### src/rtl/pfd_multi.sv
// pfd_multi - parametrised phase/frequency detector for the DPLL.
//
// Compares the reference pulse f_ref against the oscillator feedback pulse
// f_fb. While a measurement is open, every cycle in which only the reference
// is high counts up cnt_ref and every cycle in which only the feedback is
// high counts up cnt_fb. When both inputs are low again the signed
// difference cnt_ref - cnt_fb is published on phase_err with a one-cycle
// err_valid strobe. A measurement that never closes drops into a timeout
// state. Independently of the detector, the spacing between consecutive
// f_ref rising edges is measured and published on period.
//
// Ports:
//   Clock      in   system clock, rising edge
//   nReset     in   asynchronous active-low reset
//   en         in   enable; low returns the FSM to IDLE and clears counters
//   f_ref      in   reference pulse input
//   f_fb       in   feedback pulse input
//   phase_err  out  [N_BIT:0] two's-complement cnt_ref - cnt_fb
//   err_valid  out  one-cycle strobe, phase_err updated this cycle
//   lead_fb    out  1 = feedback rose first in the last measurement
//   timeout    out  level, high while the FSM sits in the timeout state
//   period     out  [N_BIT-1:0] cycles between f_ref rising edges, saturating
//   per_valid  out  one-cycle strobe, period updated this cycle
//
// Build option:
//   PFD_SYNC_EN  when defined, f_ref and f_fb each pass through a two-flop
//                synchroniser ahead of the input register (two extra cycles
//                of latency, counts unchanged). When undefined the inputs
//                must already be synchronous to Clock.

module pfd_multi #(
    parameter int N_BIT       = 8,
    parameter int TIMEOUT_CYC = 510
) (
    input  logic             Clock,
    input  logic             nReset,
    input  logic             en,
    input  logic             f_ref,
    input  logic             f_fb,
    output logic [N_BIT:0]   phase_err,
    output logic             err_valid,
    output logic             lead_fb,
    output logic             timeout,
    output logic [N_BIT-1:0] period,
    output logic             per_valid
);

    // The timeout counter is two bits wider than the overlap counters so
    // that TIMEOUT_CYC may exceed the overlap counter range.
    localparam int               TMO_W    = N_BIT + 2;
    localparam logic [N_BIT-1:0] CNT_MAX  = {N_BIT{1'b1}};
    localparam logic [N_BIT-1:0] CNT_ONE  = {{(N_BIT-1){1'b0}}, 1'b1};
    localparam logic [TMO_W-1:0] TMO_ONE  = {{(TMO_W-1){1'b0}}, 1'b1};
    localparam logic [TMO_W-1:0] TMO_LAST = TMO_W'(TIMEOUT_CYC - 1);

    typedef enum logic [1:0] {
        IDLE,
        MEASURE,
        TIMED_OUT
    } state_t;

    state_t            state;
    state_t            state_nxt;
    logic              ref_in;
    logic              fb_in;
    logic              r;
    logic              b;
    logic              r_d;
    logic [N_BIT-1:0]  cnt_ref;
    logic [N_BIT-1:0]  cnt_fb;
    logic [TMO_W-1:0]  tmo_cnt;
    logic [N_BIT-1:0]  per_cnt;
    logic              per_armed;
    logic              ref_only;
    logic              fb_only;
    logic              both_low;
    logic              r_rise;

`ifdef PFD_SYNC_EN
    logic [1:0] ref_sync;
    logic [1:0] fb_sync;

    // Two-flop synchronisers for pins that may be asynchronous to Clock.
    always_ff @(posedge Clock or negedge nReset) begin
        if (!nReset) begin
            ref_sync <= 2'b00;
            fb_sync  <= 2'b00;
        end else begin
            ref_sync <= {ref_sync[0], f_ref};
            fb_sync  <= {fb_sync[0], f_fb};
        end
    end

    assign ref_in = ref_sync[1];
    assign fb_in  = fb_sync[1];
`else
    assign ref_in = f_ref;
    assign fb_in  = f_fb;
`endif

    // Input register; everything downstream looks only at r and b. r_d is
    // the previous r, used to find reference rising edges for the period.
    always_ff @(posedge Clock or negedge nReset) begin
        if (!nReset) begin
            r   <= 1'b0;
            b   <= 1'b0;
            r_d <= 1'b0;
        end else begin
            r   <= ref_in;
            b   <= fb_in;
            r_d <= r;
        end
    end

    assign ref_only = r & ~b;
    assign fb_only  = b & ~r;
    assign both_low = ~r & ~b;
    assign r_rise   = r & ~r_d;

    // State register.
    always_ff @(posedge Clock or negedge nReset) begin
        if (!nReset) begin
            state <= IDLE;
        end else begin
            state <= state_nxt;
        end
    end

    // Next-state logic. Losing enable always wins; inside MEASURE a
    // closing both-low cycle wins over the timeout in the same cycle.
    always_comb begin
        state_nxt = state;
        if (!en) begin
            state_nxt = IDLE;
        end else begin
            case (state)
                IDLE: begin
                    if (r | b) begin
                        state_nxt = MEASURE;
                    end
                end
                MEASURE: begin
                    if (both_low) begin
                        state_nxt = IDLE;
                    end else if (tmo_cnt == TMO_LAST) begin
                        state_nxt = TIMED_OUT;
                    end
                end
                TIMED_OUT: begin
                    if (both_low) begin
                        state_nxt = IDLE;
                    end
                end
                default: state_nxt = IDLE;
            endcase
        end
    end

    assign timeout = (state == TIMED_OUT);

    // Detector datapath. The first active cycle is counted on the way out
    // of IDLE, so a measurement's counts cover every cycle from the first
    // high input up to the closing both-low cycle. phase_err and lead_fb
    // are only written here and otherwise hold their last value.
    always_ff @(posedge Clock or negedge nReset) begin
        if (!nReset) begin
            cnt_ref   <= '0;
            cnt_fb    <= '0;
            tmo_cnt   <= '0;
            phase_err <= '0;
            err_valid <= 1'b0;
            lead_fb   <= 1'b0;
        end else begin
            err_valid <= 1'b0;
            if (!en) begin
                cnt_ref <= '0;
                cnt_fb  <= '0;
                tmo_cnt <= '0;
            end else begin
                case (state)
                    IDLE: begin
                        if (r | b) begin
                            lead_fb <= fb_only;
                            cnt_ref <= {{(N_BIT-1){1'b0}}, ref_only};
                            cnt_fb  <= {{(N_BIT-1){1'b0}}, fb_only};
                            tmo_cnt <= '0;
                        end
                    end
                    MEASURE: begin
                        if (both_low) begin
                            phase_err <= {1'b0, cnt_ref} - {1'b0, cnt_fb};
                            err_valid <= 1'b1;
                        end
                        if (ref_only && (cnt_ref != CNT_MAX)) begin
                            cnt_ref <= cnt_ref + CNT_ONE;
                        end
                        if (fb_only && (cnt_fb != CNT_MAX)) begin
                            cnt_fb <= cnt_fb + CNT_ONE;
                        end
                        tmo_cnt <= tmo_cnt + TMO_ONE;
                    end
                    default: begin
                    end
                endcase
            end
        end
    end

    // Period measurement, independent of the FSM and of en. The first
    // reference edge after reset only arms the path because there is no
    // earlier edge to measure against.
    always_ff @(posedge Clock or negedge nReset) begin
        if (!nReset) begin
            per_cnt   <= '0;
            per_armed <= 1'b0;
            period    <= '0;
            per_valid <= 1'b0;
        end else begin
            per_valid <= 1'b0;
            if (r_rise) begin
                per_cnt   <= '0;
                per_armed <= 1'b1;
                if (per_armed) begin
                    period    <= (per_cnt == CNT_MAX) ? CNT_MAX : (per_cnt + CNT_ONE);
                    per_valid <= 1'b1;
                end
            end else if (per_cnt != CNT_MAX) begin
                per_cnt <= per_cnt + CNT_ONE;
            end
        end
    end

endmodule

### config.mk
export PLATFORM = sky130hd
export DESIGN_NAME = pfd_multi
export DESIGN_NICKNAME = d
export VERILOG_FILES = /design/src/rtl/pfd_multi.sv
export SDC_FILE = /design/constraint.sdc
export NUM_CORES = 1
export LEC_CHECK = 0
export CORE_MARGIN = 3
export CORE_UTILIZATION = 25
export CTS_CLUSTER_SIZE = 40
export DETAILED_ROUTE_END_ITERATION = 10
export SLEW_MARGIN = 0
export SYNTH_ARGS = -nofsm -noshare
export SYNTH_HDL_FRONTEND = slang
export SYNTH_SLANG_ARGS = --single-unit
### constraint.sdc
create_clock -name Clock -period 2.6 [get_ports Clock]
set_clock_uncertainty 0.15 [all_clocks]
set_input_delay 0.26 -clock Clock [delete_from_list [all_inputs] [get_ports Clock]]
set_output_delay 0.26 -clock Clock [all_outputs]
set_load 0.02 [all_outputs]
==> results of run 1 <==
==> metal layers <==
layer | vias up | global-route usage, %
met5 | - | 0
met3 | 7 | 2.97
li1 | 1309 | -
met4 | 0 | 3.44
met2 | 37 | 16.2
met1 | 1268 | 12.8
==> registers in the layout (all words and copies together) (netlist names) <==
name / flops
b: 1
cnt_fb: 8
cnt_ref: 8
err_valid: 1
lead_fb: 1
per_armed: 1
per_cnt: 8
per_valid: 1
period: 8
phase_err: 9
r: 1
r_d: 1
state: 2
tmo_cnt: 10
==> final cells by class <==
class	count	area share, %
Multi-Input combinational cell	251	40.6
Sequential cell	60	37.9
Timing Repair Buffer	31	7.40
Clock buffer	9	5.69
Tap cell	168	5.31
Inverter	18	1.71
Clock inverter	7	1.33
==> final timing paths <==
check	endpoint	slack, ns	cells after the start
max	phase_err[5]	0.55	6
min in group asynchronous	tmo_cnt[6]	0.32	2
min	r	0.23	1
min reg2reg	period[4]	0.32	2
max in group asynchronous	state[1]	1.29	3
max reg2reg	phase_err[5]	0.55	6
==> per-stage QoR <==
| step | instances | setup WS, ns | hold slack (ns) | utilization (%) | power [mW] |
|---|---|---|---|---|---|
| finish | 544 | 0.553 | 0.231 | 32.0 | 2.67 |
| global route | 544 | 0.391 | 0.228 | 32.0 | 2.82 |
| CTS | 544 | 0.530 | 0.219 | 32.0 | 2.71 |
| detailed placement | 527 | 0.362 | 0.144 | 29.7 | 1.62 |
| global placement | 527 | 0.395 | 0.145 | 29.7 | 1.61 |
| floorplan | 339 | 0.740 | -0.186 | - | 1.40 |
==> what timing repair did <==
action                                 in CTS  in global routing
endpoints found under the hold margin      21                  0
gates resized for setup                     0                  0
hold buffers                                1                  0
==> power groups by stage <==
stage / Sequential, mW / Clock [mW] / Combinational (mW)
2_1_floorplan: 1.19 / 0 / 0.211
3_3_place_gp: 1.12 / 0 / 0.496
3_5_place_dp: 1.12 / 0 / 0.499
4_1_cts: 1.10 / 1.11 / 0.502
5_1_grt: 1.12 / 1.16 / 0.544
6_report: 1.10 / 1.08 / 0.493
==> cell usage after synthesis (6+ instances only) <==
| master | n |
|---|---|
| a21oi_1 | 13 |
| nand3_1 | 13 |
| and3_1 | 10 |
| o31ai_1 | 6 |
| dfrtp_1 | 60 |
| inv_1 | 18 |
| o21a_1 | 6 |
| nor3_1 | 13 |
| nand2_1 | 42 |
| ha_1 | 13 |
| nor2_1 | 16 |
| o21ai_0 | 31 |
==> logic make-up after synthesis <==
group | after synthesis | share of synthesized area [%]
XOR/XNOR | 5 | 1.35
buffers and inverters | 28 | 4.05
AND/OR/NAND/NOR | 134 | 21.5
AO/OA/AOI/OAI | 94 | 19.8
adder cells (fa/ha/maj) | 14 | 5.64
flip-flops | 60 | 46.3
multiplexers | 4 | 1.27
==> metrics, run 1 <==
status=completed; DRC viols=0; register area=0.00150 sq mm; crit-path max FO=5; CTS buffer count=9; multi-input logic area=0.00161 sq mm; nets@finish=390; top cells by area, synth=dfrtp_1, ha_1, nand2_1; Slew @ Worst Pin=0.583 ns; initial drt markers=between 100 and 150; DR WL/cell=around 13 microns; Reg power frac=41.2%; Routed Antenna Nets=0; Placement Rows=40; clock root cell=clkbuf_16; setup TNS=0 ns; CTS tree=done; clk buf depth=2; CP peak stage delay=about 0.50 ns; CP top delay family=simple AND/OR/NAND/NOR gates; post-CTS setup buffers=0; hold path start=f_ref; wire length on met3=217 microns; initial antenna violation count=0; EDFF count, synth=0; combinational power share=18.4%; top-area cell type share of the netlist area=46.3%; commonest register cell after synthesis=dfrtp_1; Initial DRT Pass Iterations=6; critical path data arrival time=2.16 ns; die width=120 microns; Starting Density=26.2%; htree depth=3; clock sinks=60; clk slew on worst S/H paths=0.06 ns; clock share of power=40.3%; final hold violations=0; port buffer count=25; largest net degree at the start of global routing=24; # setup viols final=0; Req. time, crit path=2.71 ns; Pint=about 1.9 mW; register area share after synthesis=46.3%; die height=120 microns; final critical-path share of the clock period=78.7%; post-synth net total=~360; net switching power=769 uW; worst path buffer plus inverter count=1; overall routed net length=6950 microns; area delta synth->final=22.1%; global router's overall resource usage=roughly 10%; CP Class=reg -> reg; IO Count=26; PD cells=676 mW/mm^2; Max-Cap Viols=0; worst r2r src=cnt_fb[1]; placed cell areas=0.00367 sq mm; Vias=2,621; synthesized area=around 0.0032 sq mm; Slowest cell on crit path=or4_1; Overflow after GRT=0; CP Capture Type=register; warnings from Yosys=0; VDD IR max=399 uV; vias in the first global route=~2,500; Highest Signal Layer=met4; cell count after synthesis=339; fmax=between 400 and 500 MHz; Yosys reg bits=60; share of cells above drive strength 1=8.51%; hpwl dp=5150 microns; RSZ-0062 raised after global routing=no; worst path cell trace=inv_1 -> ha_1 -> nor2b_1 -> o31a_1 -> or4_1 -> nand3_1; relative slew slack=61.1%; biggest area consumer among synthesized cells=dfrtp_1; area of the core=0.0124 sq mm; Leak=between 1.5 and 2 nW; area of the die=0.0144 sq mm; Final Cell Area=0.00396 sq mm; Synth async-reset ratio=100%; Final min period=~2.0 ns; first-pass GRT wire length=11,800 microns; Slew Limit Fails=0; commonest non-fill, non-tap cell in the layout=dfrtp_1; total inserted antenna cells=0; gpl congestion=0.801; switching part of the total=roughly 29%; CP Launch Type=register; DR WL met2=3300 microns; filler instances=1,270; M1 WL=3360 microns; Mean Syn Cell Area=9.56 sq um; most frequent cells in the layout=dfrtp_1, nand2_1, o21ai_0; vias per inst=between 4 and 5; HP Class=in -> reg; unique cell type count in the Yosys netlist=63; Critical Path Start=cnt_fb[1]; Worst-Skew Late Latency=0.32 ns
(Power assumes the default switching activity.)
==> inputs of run 2 (changes only) <==
==> constraint.sdc (replaced) <==
create_clock -name Clock -period 1.7 [get_ports Clock]
set_clock_uncertainty 0.15 [all_clocks]
set_input_delay 0.17 -clock Clock [delete_from_list [all_inputs] [get_ports Clock]]
set_output_delay 0.17 -clock Clock [all_outputs]
set_load 0.02 [all_outputs]
==> metrics, run 2 (synthesis results as in run 1) <==
status=finished with violations; failing checks=negative setup slack; Final min period=1.85 ns (-0.195 ns); clk buf depth=2 (unchanged); total inserted antenna cells=0 (unchanged); top flop regs=tmo_cnt x10, phase_err x9; PD cells=958 mW/mm^2 (+42%); placed insts=584 (+11%); HP Class=in -> reg; hpwl dp=6060 microns (+18%); Pint=3.27 mW (+72%); most flop-heavy register=tmo_cnt; max FFs per register=10 (unchanged); VDD IR max=570 uV (+43%); area of the core=0.0124 sq mm (unchanged); RSZ-0062 raised after global routing=yes; Reg power frac=37.3% (-3.9 points); share of cells above drive strength 1=28.0% (+19 points); final hold violations=0 (unchanged); first-pass GRT wire length=14,000 microns (+18%); WHS=0.132 ns (-0.0995 ns); initial drt markers=145 (+7.4%); switching part of the total=27.5% (-1.2 points); global router's overall resource usage=11.9% (+1.9 points); fin util=38.1% (+6.0 points); final critical-path share of the clock period=109% (+30 points); CTS buffer count=9 (unchanged); Vias=2,878 (+9.8%); most frequent cells in the layout=buf_4, dfrtp_1, nand2_1; Worst-Skew Late Latency=0.33 ns (about the same); initial antenna violation count=0 (unchanged); Max-Cap Viols=0 (unchanged); net switching power=1.24 mW (+61%); area of the die=0.0144 sq mm (unchanged); crit-path max FO=3 (-2); critical path data arrival time=1.93 ns (-0.23 ns); Placement Rows=40 (unchanged); clk slew on worst S/H paths=0.05 ns (about the same); CTS tree=done; htree depth=3 (unchanged); gpl congestion=0.830 (+3.6%); vias in the first global route=2,896 (+17%); CP Class=reg -> reg; Slew Limit Fails=0 (unchanged); DRC viols=0 (unchanged); pre-CTS setup slack=-0.198 ns (-0.561 ns); combinational power share=21.0% (+2.6 points); overall routed net length=8300 microns (+19%); Slew @ Worst Pin=0.525 ns (-0.0581 ns); Routed Antenna Nets=0 (unchanged); clock share of power=41.6% (+1.3 points); port buffer count=25 (unchanged); # setup viols final=11 (+11); CP Capture Type=register; die height=120 microns (unchanged); clock sinks=60 (unchanged); area delta synth->final=45.2%; vias per inst=4.73 (-1.8%); Non-Filler Instances=608 (+12%); largest net degree at the start of global routing=24 (unchanged); Starting Density=26.2% (unchanged); relative slew slack=65.0% (+3.9 points); Req. time, crit path=1.78 ns (-0.93 ns); Tot Pwr=4.51 mW (+69%); placed cell areas=0.00416 sq mm (+13%); CP Launch Type=register; Initial DRT Pass Iterations=4 (-2); IO Count=26 (unchanged); setup ws final=-0.153 ns (-0.705 ns); setup TNS=-0.892 ns (-0.892 ns); Overflow after GRT=0 (unchanged); commonest non-fill, non-tap cell in the layout=buf_4; nets@finish=454 (+16%); DR WL/cell=13.6 microns (+6.9%); clock root cell=clkbuf_16; Leak=2.13 nW (+23%); die width=120 microns (unchanged); fmax=540 MHz (+11%); Final Cell Area=0.00470 sq mm (+19%)
## run 2: changes by cell type in the layout (fill, tap and decap cells not counted), moves of 3 or more
| cell | previous run | this run |
|---|---|---|
| ha_1 | 13 | 7 |
| inv_1 | 18 | 15 |
| clkinv_4 | 3 | 0 |
| ha_4 | 0 | 5 |
| buf_12 | 0 | 3 |
| o21ai_0 | 31 | 28 |
| buf_4 | 5 | 65 |
| o21ai_1 | 1 | 4 |
| inv_2 | 0 | 3 |
## run 2: layout make-up
cell class / instances / area [sq um]
inverters: 18 / 67.6
fillers: 1258 / 7660
clock buffers: 11 / 253
clock inverters: 5 / 58.8
well taps: 168 / 210
multi-input cells: 251 / 1800
flip-flops and latches: 60 / 1500
repair buffers: 95 / 816
## run 2: power groups by stage
| stage | Sequential [mW] | Clock [mW] | Combinational (mW) |
|---|---|---|---|
| CTS | 1.69 | 1.93 | 0.898 |
| finish | 1.68 | 1.88 | 0.948 |
| floorplan | 1.82 | 0 | 0.327 |
| global placement | 1.70 | 0 | 0.860 |
| global route | 1.71 | 1.98 | 1.04 |
| detailed placement | 1.71 | 0 | 0.872 |
## run 2: worst paths after layout
| kind | start | to | slack (ns) | cells past startpoint |
|---|---|---|---|---|
| max in group asynchronous | nReset | per_cnt[2] | 0.67 | 3 |
| worst max-delay path | cnt_fb[0] | phase_err[6] | -0.15 | 6 |
| worst min-delay path | f_fb | b | 0.13 | 1 |
| min in group asynchronous | nReset | phase_err[4] | 0.22 | 2 |
| worst max register to register | cnt_fb[0] | phase_err[6] | -0.15 | 6 |
| worst min register to register | tmo_cnt[9] | tmo_cnt[9] | 0.32 | 1 |
## run 2: worst max-delay path, cell delays in order (launching register included)
cell and delay, ns:
dfrtp_1 0.41, ha_4 0.19, fa_2 0.41, nor2b_4 0.16
o31ai_4 0.09, nor3b_2 0.16, o31ai_1 0.18
## run 2: timing repair
item | in CTS | in global routing
hold buffers | 1 | 0
gates resized for setup | 19 | 19
setup endpoints to repair | 19 | 29
pin swaps | 12 | 16
buffers inserted | 5 | 6
hold endpoints to repair | 18 | 0
## run 2: layer usage
layer	vias up	track usage, %	share of wire (%)
met5	-	0	0
met4	0	5.01	2.1
met3	17	2.97	4.1
met2	48	20.1	49
met1	1386	14.6	44
li1	1427	-	-
